### config.mk
export PLATFORM = sky130hd
export DESIGN_NAME = display_mux_driver
export DESIGN_NICKNAME = d
export VERILOG_FILES = /design/src/rtl/display_mux_driver.sv
export SDC_FILE = /design/constraint.sdc
export NUM_CORES = 1
export LEC_CHECK = 0
export ABC_AREA = 1
export CORE_ASPECT_RATIO = 1.2
export CORE_UTILIZATION = 60
export CTS_CLUSTER_DIAMETER = 40
export DETAILED_ROUTE_END_ITERATION = 10
export PLACE_DENSITY_LB_ADDON = 0.2
export SLEW_MARGIN = 25
export SYNTH_ARGS = -nofsm -noshare
export SYNTH_HDL_FRONTEND = slang
export SYNTH_SLANG_ARGS = --single-unit
### constraint.sdc
create_clock -name clk -period 4.9 [get_ports clk]
set_clock_uncertainty 0.1 [all_clocks]
set_input_delay 1.225 -clock clk [delete_from_list [all_inputs] [get_ports clk]]
set_output_delay 1.225 -clock clk [all_outputs]
set_load 0.03 [all_outputs]
### src/rtl/display_mux_driver.sv
// Multiplexed 7-segment display driver.
// A binary value is accepted through a valid/ready handshake and converted to BCD
// by a serial double-dabble engine (one step per clock). The result is committed
// atomically into the display register. A free-running prescaler cycles through
// the digits, driving active-low anode enables and active-low segment patterns.
module display_mux_driver #(
  parameter int N_DIGITS    = 4,
  parameter int IN_W        = 14,
  parameter int REFRESH_DIV = 50000
) (
  input  logic                clk,
  input  logic                reset,
  input  logic [IN_W-1:0]     valor_in,
  input  logic                valor_valid,
  output logic                valor_ready,
  input  logic                blank_lz,
  output logic [7:0]          catodo,
  output logic [N_DIGITS-1:0] anodo,
  output logic                ovf
);

  // Nine BCD digits cover the widest legal input (2^27-1 has nine decimal digits).
  localparam int BCD_D  = 9;
  localparam int BCD_W  = 4 * BCD_D;
  localparam int DD_W   = BCD_W + IN_W;
  localparam int DISP_W = 4 * N_DIGITS;
  localparam int CNT_W  = $clog2(IN_W + 1);
  localparam int PRE_W  = (REFRESH_DIV > 1) ? $clog2(REFRESH_DIV) : 1;
  localparam int IDX_W  = (N_DIGITS > 1) ? $clog2(N_DIGITS) : 1;

  localparam logic [PRE_W-1:0] PRE_LAST = PRE_W'(REFRESH_DIV - 1);
  localparam logic [IDX_W-1:0] IDX_LAST = IDX_W'(N_DIGITS - 1);
  localparam logic [CNT_W-1:0] CNT_LAST = CNT_W'(IN_W - 1);

  localparam logic [7:0] SEG_DASH  = 8'b11111101;
  localparam logic [7:0] SEG_BLANK = 8'b11111111;

  function automatic int unsigned pow10(input int n);
    int unsigned r;
    r = 1;
    for (int i = 0; i < n; i++) r = r * 10;
    return r;
  endfunction

  // Largest value that fits on the display.
  localparam logic [31:0] LIMIT = 32'(pow10(N_DIGITS) - 1);

  // Double-dabble correction: every BCD digit >= 5 gets +3 before the shift.
  function automatic logic [BCD_W-1:0] add3(input logic [BCD_W-1:0] b);
    logic [BCD_W-1:0] r;
    r = b;
    for (int i = 0; i < BCD_D; i++) begin
      if (b[4*i +: 4] >= 4'd5) r[4*i +: 4] = b[4*i +: 4] + 4'd3;
    end
    return r;
  endfunction

  // Active-low segment pattern, bit7=a .. bit1=g, bit0=dp.
  function automatic logic [7:0] seg(input logic [3:0] d);
    case (d)
      4'd0:    seg = 8'b00000011;
      4'd1:    seg = 8'b10011111;
      4'd2:    seg = 8'b00100101;
      4'd3:    seg = 8'b00001101;
      4'd4:    seg = 8'b10011001;
      4'd5:    seg = 8'b01001001;
      4'd6:    seg = 8'b01000001;
      4'd7:    seg = 8'b00011111;
      4'd8:    seg = 8'b00000001;
      4'd9:    seg = 8'b00011001;
      default: seg = SEG_BLANK;
    endcase
  endfunction

  typedef enum logic [1:0] {IDLE, CONV, COMMIT} state_t;

  state_t              state, state_nx;
  logic                accept;
  logic [DD_W-1:0]     dd;
  logic [CNT_W-1:0]    cnt;
  logic                ovf_cap;
  logic [DISP_W-1:0]   disp;
  logic [PRE_W-1:0]    presc;
  logic [IDX_W-1:0]    idx;
  logic [N_DIGITS-1:0] blank;
  logic                lead;
  logic [3:0]          cur_digit;
  logic                cur_blank;

  assign accept = valor_valid && valor_ready;

  // FSM state register.
  always_ff @(posedge clk or posedge reset) begin
    if (reset) state <= IDLE;
    else       state <= state_nx;
  end

  // FSM next-state: IDLE waits for an accept, CONV runs IN_W steps, COMMIT lasts one cycle.
  always_comb begin
    state_nx = state;
    case (state)
      IDLE:    if (accept) state_nx = CONV;
      CONV:    if (cnt == CNT_LAST) state_nx = COMMIT;
      COMMIT:  state_nx = IDLE;
      default: state_nx = IDLE;
    endcase
  end

  // FSM outputs: a new value is only taken while idle.
  always_comb begin
    valor_ready = (state == IDLE);
  end

  // Conversion datapath: {bcd, binary} shift register, loaded on accept and stepped in CONV.
  always_ff @(posedge clk) begin
    if (accept) begin
      dd      <= {{BCD_W{1'b0}}, valor_in};
      cnt     <= '0;
      ovf_cap <= ({{(32-IN_W){1'b0}}, valor_in} > LIMIT);
    end else if (state == CONV) begin
      dd  <= {add3(dd[DD_W-1 -: BCD_W]), dd[IN_W-1:0]} << 1;
      cnt <= cnt + CNT_W'(1);
    end
  end

  // Display register: only updated on COMMIT, so partial BCD is never shown.
  always_ff @(posedge clk or posedge reset) begin
    if (reset) begin
      disp <= '0;
      ovf  <= 1'b0;
    end else if (state == COMMIT) begin
      disp <= dd[IN_W +: DISP_W];
      ovf  <= ovf_cap;
    end
  end

  // Refresh prescaler and digit index; free-running, independent of the FSM.
  always_ff @(posedge clk or posedge reset) begin
    if (reset) begin
      presc <= '0;
      idx   <= '0;
    end else if (presc == PRE_LAST) begin
      presc <= '0;
      idx   <= (idx == IDX_LAST) ? '0 : idx + IDX_W'(1);
    end else begin
      presc <= presc + PRE_W'(1);
    end
  end

  // Digit selection, leading-zero blanking and segment decode for the active digit.
  always_comb begin
    lead      = 1'b1;
    blank     = '0;
    cur_digit = 4'd0;
    cur_blank = 1'b0;
    for (int i = N_DIGITS - 1; i >= 0; i--) begin
      lead     = lead && (disp[4*i +: 4] == 4'd0);
      blank[i] = lead && (i != 0) && blank_lz;
    end
    for (int i = 0; i < N_DIGITS; i++) begin
      if (idx == IDX_W'(i)) begin
        cur_digit = disp[4*i +: 4];
        cur_blank = blank[i];
      end
    end
    anodo = ~(N_DIGITS'(1) << idx);
    if (ovf)            catodo = SEG_DASH;
    else if (cur_blank) catodo = SEG_BLANK;
    else                catodo = seg(cur_digit);
  end

endmodule

==> results.md, run 1 <==
* Ratio of cells with drive above 1 in the final layout at 0.0755
* CTS tree: yes
* Period utilization at 0.885
* Area contributors post-synth: dfrtp_1 (25%), edfxtp_1 (12%), nand2_1 (12%)
* Top-count cell post-synth: nand2_1
* Post-route setup slack at 565 ps
* Area leader, netlist: dfrtp_1
* Synth Cell Area at 0.00374 mm2
* GR Util All Layers at 0.237
* Dpl cells at between 500 and 600
* Mux share of post-synthesis cell area at 0
* Setup TNS at 0 ps
* Outcome: complete, no violations
* Syn Area/Cell at 7.99 um2
* Final core area utilization at 0.709
* Syn Nets at about 500
* Total power draw at 2.18 mW
* Syn Inst Count at between 400 and 500
* Die width at 74.1 um
* Sw Share at 0.387
* Layout Cells excl Fill at 585
* Initial Utilization at 0.622
* Fraction of registers with async set/reset at 0.514
* # setup viols final at 0
* Root buf cell: clkbuf_8
* CP max FO at 6
* Worst hold path depth at 2
* Synth Area in Compound Gates at 0.118
* Commonest cells post-synth: nand2_1 (119), inv_1 (65), o21ai_0 (55)
* Die Span Y at 88.5 um
* Max-slew violations at 0
* Post-synth top area share at 0.248
* Largest net degree at the start of global routing at 35
* Clock power frac at 0.189
* Drt wl/cell at 11.6 um
* P&R area growth vs syn at 14.1%
* Post-DRT Antenna Nets at 0
* Vias post-DR at around 3000
* MaxCap Viol Count at 0
* Std-Cell Rows at 31
* Power share of the sequential group at 0.436
* Crit path DAT at around 3000 ps
* CTS Buffer Depth at 2
* Number of global-route vias before repair at 2839
* Main combinational cell family by area after synthesis: simple AND/OR/NAND/NOR gates
* Warnings from Yosys at 0
* Fin crit period at approximately 4300 ps
* RR Endpoint: dd[9]$_DFFE_PP_
* Seq. cell area at roughly 0.0018 mm2
* Synth Area in Adders at 0.0535
* Via-per-instance ratio at between 5 and 6
* Critical Path, Cell by Cell: inv_1 -> ha_1 -> inv_2 -> nand3_2 -> nand3_2 -> a21oi_4 -> inv_1 -> ha_1 -> or2_0 -> nand2_1 -> nand2_1 -> nand2_1 -> clkdlybuf4s50_1
* Switching power at 846 uW
* Drt pass-1 iters at 4
* Reg2Reg Depth at 3
* Register area share after synthesis at 0.475
* # hold bufs at CTS at 0
* Worst hold slack at between 300 and 400 ps
* Pwr dens at 512 mW/mm2
* Reg2Reg Launch Point: state[1]$_DFFE_PP0P_
* Routed wire length at 6810 um
* I/O Pins at 32
* Initial antenna violation count at 0
* FF-to-FF setup slack at 2290 ps
* Final #Nets at 532
* Skew-Pair Late Insertion Delay at 350 ps
* Hold crit path type: flip-flop to flip-flop
* Max Freq at 0.231 GHz
* H-tree depth at 3
* Design area at ~0.0043 mm2
* Port Buffer Count at 30
* Fin. Hold Viols at 0
* Post-CTS setup buffer count at 0
* Clock sink count at 72
* Xor/xnor share of the synthesized area at 0.0258
* Peak supply drop at 0.326 mV
* Slowest-stage cell, CP: clkdlybuf4s50_1
* Multi-input logic area at 0.00165 mm2
* CP Class: flip-flop to output pin
* Worst slack at placement at roughly 700 ps
* ANT cells at 0
* Comb power frac at 0.375
* WP data required at 3580 ps
* Dpl hpwl at 5020 um
* Fillers at between 400 and 500
* DP Area at 0.00409 mm2
* Crit start category: flip-flop
* WHS Endpoint: dd[25]$_SDFFE_PP0P_
* Placer Congestion at 0.840
* Worst stage delay on the critical path at 660 ps
* Initial DRC Count at approximately 160
* #FFs+latches synth at 72
* Grt total ovfl at 0
* Number of synthesized flops with an enable pin at 15
* DR DRC count at 0
* Internal cell power at approximately 1.3 mW
* Crit. End Element: output pin
* Synth Area in Simple Gates at 0.243
* Post-CTS resize count at 0
* Global-route wire length before repair at 11800 um
* Die ar. at around 0.0066 mm2
* Dominant synthesized flop cell: dfrtp_1
* Netlist cell types at 33
* Hold Crit Start: dd[25]$_SDFFE_PP0P_
* Slew HR at 0.380
* CP dominant cell by count: nand2_1
* Core Region at 0.00601 mm2
* Slew @ Worst Pin at 928 ps
* Clk slew on worst S/H paths at 70 ps
* RSZ-0062 raised after global routing: no
* Leakage at 2.07 nW
* Clock buffer count from CTS at 9
## metal layers
metal  share of wire  global-route usage
met5               0                   0
met4           0.017              0.0857
met3           0.037              0.0740
met2            0.51               0.417
met1            0.44               0.266
## registers in the layout (all words and copies together) (netlist names)
signal,flops
disp,16
ovf,1
cnt,4
dd,30
presc,16
ovf_cap,1
idx,2
state,2
## worst max path at each step
stage / start / to / cells past startpoint
floorplan: idx[0]$_DFFE_PP0N_ / catodo[4] / 11
global placement: blank_lz / catodo[2] / 8
detailed placement: blank_lz / catodo[2] / 8
CTS: idx[1]$_DFFE_PP0N_ / catodo[4] / 13
global route: idx[1]$_DFFE_PP0N_ / catodo[4] / 13
finish: idx[1]$_DFFE_PP0N_ / catodo[4] / 13
## cells by family after synthesis
group / after synthesis
AO/OA/AOI/OAI: 84
XOR/XNOR: 11
adder cells (fa/ha/maj): 16
buffers and inverters: 80
flip-flops: 72
other: 1
AND/OR/NAND/NOR: 204
## final cells by class
| type | instances | share of cell area |
|---|---|---|
| clock buffers | 11 | 0.0331 |
| clock inverters | 5 | 0.00704 |
| inverters | 68 | 0.0598 |
| multi-input cells | 316 | 0.387 |
| flip-flops and latches | 72 | 0.417 |
| well taps | 82 | 0.0241 |
| repair buffers | 31 | 0.0722 |
## critical path: cells and delay by family, from the launching register on
family,cells,cell delay [ps]
DFF,1,410
and+or+nand+nor,6,530
buffers and inverters,4,950
adders and majority gates,2,570
AOI/OAI and AO/OA,1,200
## layout by cell type, fill, tap and decap left out, drive strengths merged
cell type,n
nand2,125
inv,70
o21ai,56
dfrtp,37
clkdlybuf4s50,30
nand3,29
nor2,28
a21oi,26
dfxtp,20
ha,16
edfxtp,15
clkbuf,11
nor3,11
xor2,10
nand4,6
nor4,3
clkinv,2
or2,1
xnor2,1
a31oi,1
o22ai,1
and3,1
conb,1
clkinvlp,1
buf,1
## power by group through the flow
stage	registers [mW]	logic [mW]	clock network [mW]
3_3_place_gp	0.954	0.795	0
5_1_grt	0.977	0.952	0.454
4_1_cts	0.952	0.827	0.423
6_report	0.952	0.820	0.412
2_1_floorplan	0.936	0.616	0
3_5_place_dp	0.962	0.824	0
Power figures use the tool's default switching activity.
==> inputs of run 2 (changes only) <==
- CORE_UTILIZATION: 60 -> 40
==> results.md, run 2 (synthesized netlist as in run 1, its figures left out) <==
* Root buf cell: clkbuf_8 (unchanged)
* Initial Utilization at 0.412 (was 0.622)
* Top Family by Delay on Critical Path: buffers and inverters (unchanged)
* Port Buffer Count at 30 (unchanged)
* Ratio of cells with drive above 1 in the final layout at 0.0774 (was 0.0755)
* Grt total ovfl at 0 (unchanged)
* Die ar. at 0.00974 mm2 (was 0.00655 mm2)
* Worst stage delay on the critical path at 660 ps (about the same)
* Initial DRC Count at 112 (was 159)
* Leakage at 2.10 nW (was 2.07 nW)
* Max-slew violations at 0 (unchanged)
* Max FFs per register at 30 (unchanged)
* Number of global-route vias before repair at 2902 (was 2839)
* WP data required at 3580 ps (about the same)
* Slew @ Worst Pin at 991 ps (was 928 ps)
* Commonest non-fill, non-tap cells in the layout: nand2_1 (119), inv_1 (65), o21ai_0 (55), dfrtp_1 (37), clkdlybuf4s50_1 (30) (was nand2_1 (119), inv_1 (64), o21ai_0 (55), dfrtp_1 (37), clkdlybuf4s50_1 (30))
* Sw Share at 0.378 (was 0.387)
* H-tree depth at 3 (unchanged)
* CP max FO at 6 (unchanged)
* Die Span Y at 108 um (was 88.5 um)
* Crit start category: flip-flop (unchanged)
* Clock sink count at 72 (unchanged)
* Std-Cell Rows at 38 (was 31)
* Clk slew on worst S/H paths at 80 ps (was 70 ps)
* WP buf/inv at 4 (unchanged)
* Max Freq at 0.229 GHz (was 0.231 GHz)
* Routed wire length at 7010 um (was 6810 um)
* Crit. End Element: output pin (unchanged)
* Power share of the sequential group at 0.420 (was 0.436)
* Die width at 90.3 um (was 74.1 um)
* Biggest regs: dd x30, disp x16, presc x16 (unchanged)
* DP Area at 0.00415 mm2 (was 0.00409 mm2)
* Global-route wire length before repair at 12500 um (was 11800 um)
* Slew HR at 0.338 (was 0.380)
* Drt pass-1 iters at 4 (unchanged)
* Fin. Hold Viols at 0 (unchanged)
* # hold bufs at CTS at 0 (unchanged)
* Via-per-instance ratio at 4.77 (was 5.18)
* RSZ-0062 raised after global routing: no (unchanged)
* Final core area utilization at 0.480 (was 0.709)
* Clock power frac at 0.214 (was 0.189)
* Outcome: complete, no violations (unchanged)
* Critical Path, Cell by Cell: inv_1 -> ha_1 -> inv_2 -> nand3_2 -> nand3_2 -> a21oi_4 -> inv_1 -> ha_1 -> or2_0 -> nand2_1 -> nand2_1 -> nand2_1 -> clkdlybuf4s50_1 (unchanged)
* Switching power at 854 uW (was 846 uW)
* Peak supply drop at 0.270 mV (was 0.326 mV)
* I/O Pins at 32 (unchanged)
* Largest net degree at the start of global routing at 38 (was 35)
* MaxCap Viol Count at 0 (unchanged)
* Comb power frac at 0.366 (was 0.375)
* Setup TNS at 0 ps (unchanged)
* CP dominant cell by count: nand2_1 (unchanged)
* Fillers at 911 (was 489)
* Reg with most FFs: dd (unchanged)
* # setup viols final at 0 (unchanged)
* Vias post-DR at 2976 (was 3028)
* P&R area growth vs syn at 16.6% (was 14.1%)
* Fin crit period at 4360 ps (was 4340 ps)
* CTS tree: yes (unchanged)
* Post-CTS setup buffer count at 0 (unchanged)
* Final #Nets at 533 (was 532)
* Worst slack at placement at 688 ps (was 718 ps)
* Crit path DAT at 3040 ps (was 3010 ps)
* CP Class: flip-flop to output pin (unchanged)
* Dpl hpwl at 4990 um (was 5020 um)
* Internal cell power at 1.40 mW (was 1.34 mW)
* ANT cells at 0 (unchanged)
* Multi-input logic area at 0.00165 mm2 (unchanged)
* DR DRC count at 0 (unchanged)
* GR Util All Layers at 0.161 (was 0.237)
* Core Region at 0.00908 mm2 (was 0.00601 mm2)
* Drt wl/cell at 11.2 um (was 11.6 um)
* Period utilization at 0.891 (was 0.885)
* Clock buffer count from CTS at 9 (unchanged)
* Slowest-stage cell, CP: clkdlybuf4s50_1 (unchanged)
* Commonest non-fill, non-tap cell in the layout: nand2_1 (unchanged)
* Pwr dens at 518 mW/mm2 (was 512 mW/mm2)
* Post-DRT Antenna Nets at 0 (unchanged)
* Design area at 0.00436 mm2 (was 0.00427 mm2)
* Post-route setup slack at 537 ps (was 565 ps)
* CTS Buffer Depth at 2 (unchanged)
* Hold crit path type: flip-flop to flip-flop (unchanged)
* Initial antenna violation count at 0 (unchanged)
* Post-CTS resize count at 0 (unchanged)
* Placer Congestion at 0.808 (was 0.840)
* Seq. cell area at 0.00178 mm2 (unchanged)
* Skew-Pair Late Insertion Delay at 350 ps (about the same)
[run 2: layout make-up]
type	count	share of cell area
clock buffers	13	0.0436
inverters	68	0.0586
well taps	120	0.0344
flip-flops and latches	72	0.408
repair buffers	32	0.0723
clock inverters	3	0.00459
multi-input cells	316	0.379
[run 2: worst paths after layout]
check | start | to | slack [ps] | cells past startpoint
setup / recovery | idx[1]$_DFFE_PP0N_ | catodo[4] | 540 | 13
hold / removal | dd[13]$_DFFE_PP_ | dd[14]$_SDFFE_PP0P_ | 340 | 2
setup reg to reg | state[1]$_DFFE_PP0P_ | dd[7]$_DFFE_PP_ | 2420 | 3
hold reg to reg | dd[13]$_DFFE_PP_ | dd[14]$_SDFFE_PP0P_ | 340 | 2
max in group asynchronous | reset | disp[13]$_DFFE_PP0N_ | 3190 | 3
min in group asynchronous | reset | idx[0]$_DFFE_PP0N_ | 1170 | 3
[run 2: power by group through the flow]
stage | combinational, mW | sequential, mW | clock [mW]
2_1_floorplan | 0.616 | 0.936 | 0
3_3_place_gp | 0.817 | 0.955 | 0
3_5_place_dp | 0.833 | 0.960 | 0
4_1_cts | 0.841 | 0.949 | 0.500
5_1_grt | 0.955 | 0.975 | 0.522
6_report | 0.827 | 0.948 | 0.483
[run 2: worst register-to-register path: stages, from the launching register on]
cell and delay [ps]:
dfrtp_1 400, nor2_1 210, nand2_1 450, nand2_1 930
[run 2: per-layer routing]
| metal | wire length (um) | vias to the layer above | GRT usage |
|---|---|---|---|
| li1 | - | 1578 | - |
| met1 | 3390 | 1336 | 0.193 |
| met2 | 3230 | 51 | 0.268 |
| met3 | 233 | 11 | 0.0374 |
| met4 | 151 | 0 | 0.0922 |
| met5 | 0 | - | 0 |
[run 2: per-stage QoR]
step,hold WS (ps),power [mW],cells
2_1_floorplan,322,1.55,468
3_3_place_gp,338,1.77,608
3_5_place_dp,337,1.79,608
4_1_cts,348,2.29,624
5_1_grt,365,2.45,624
6_report,341,2.26,624
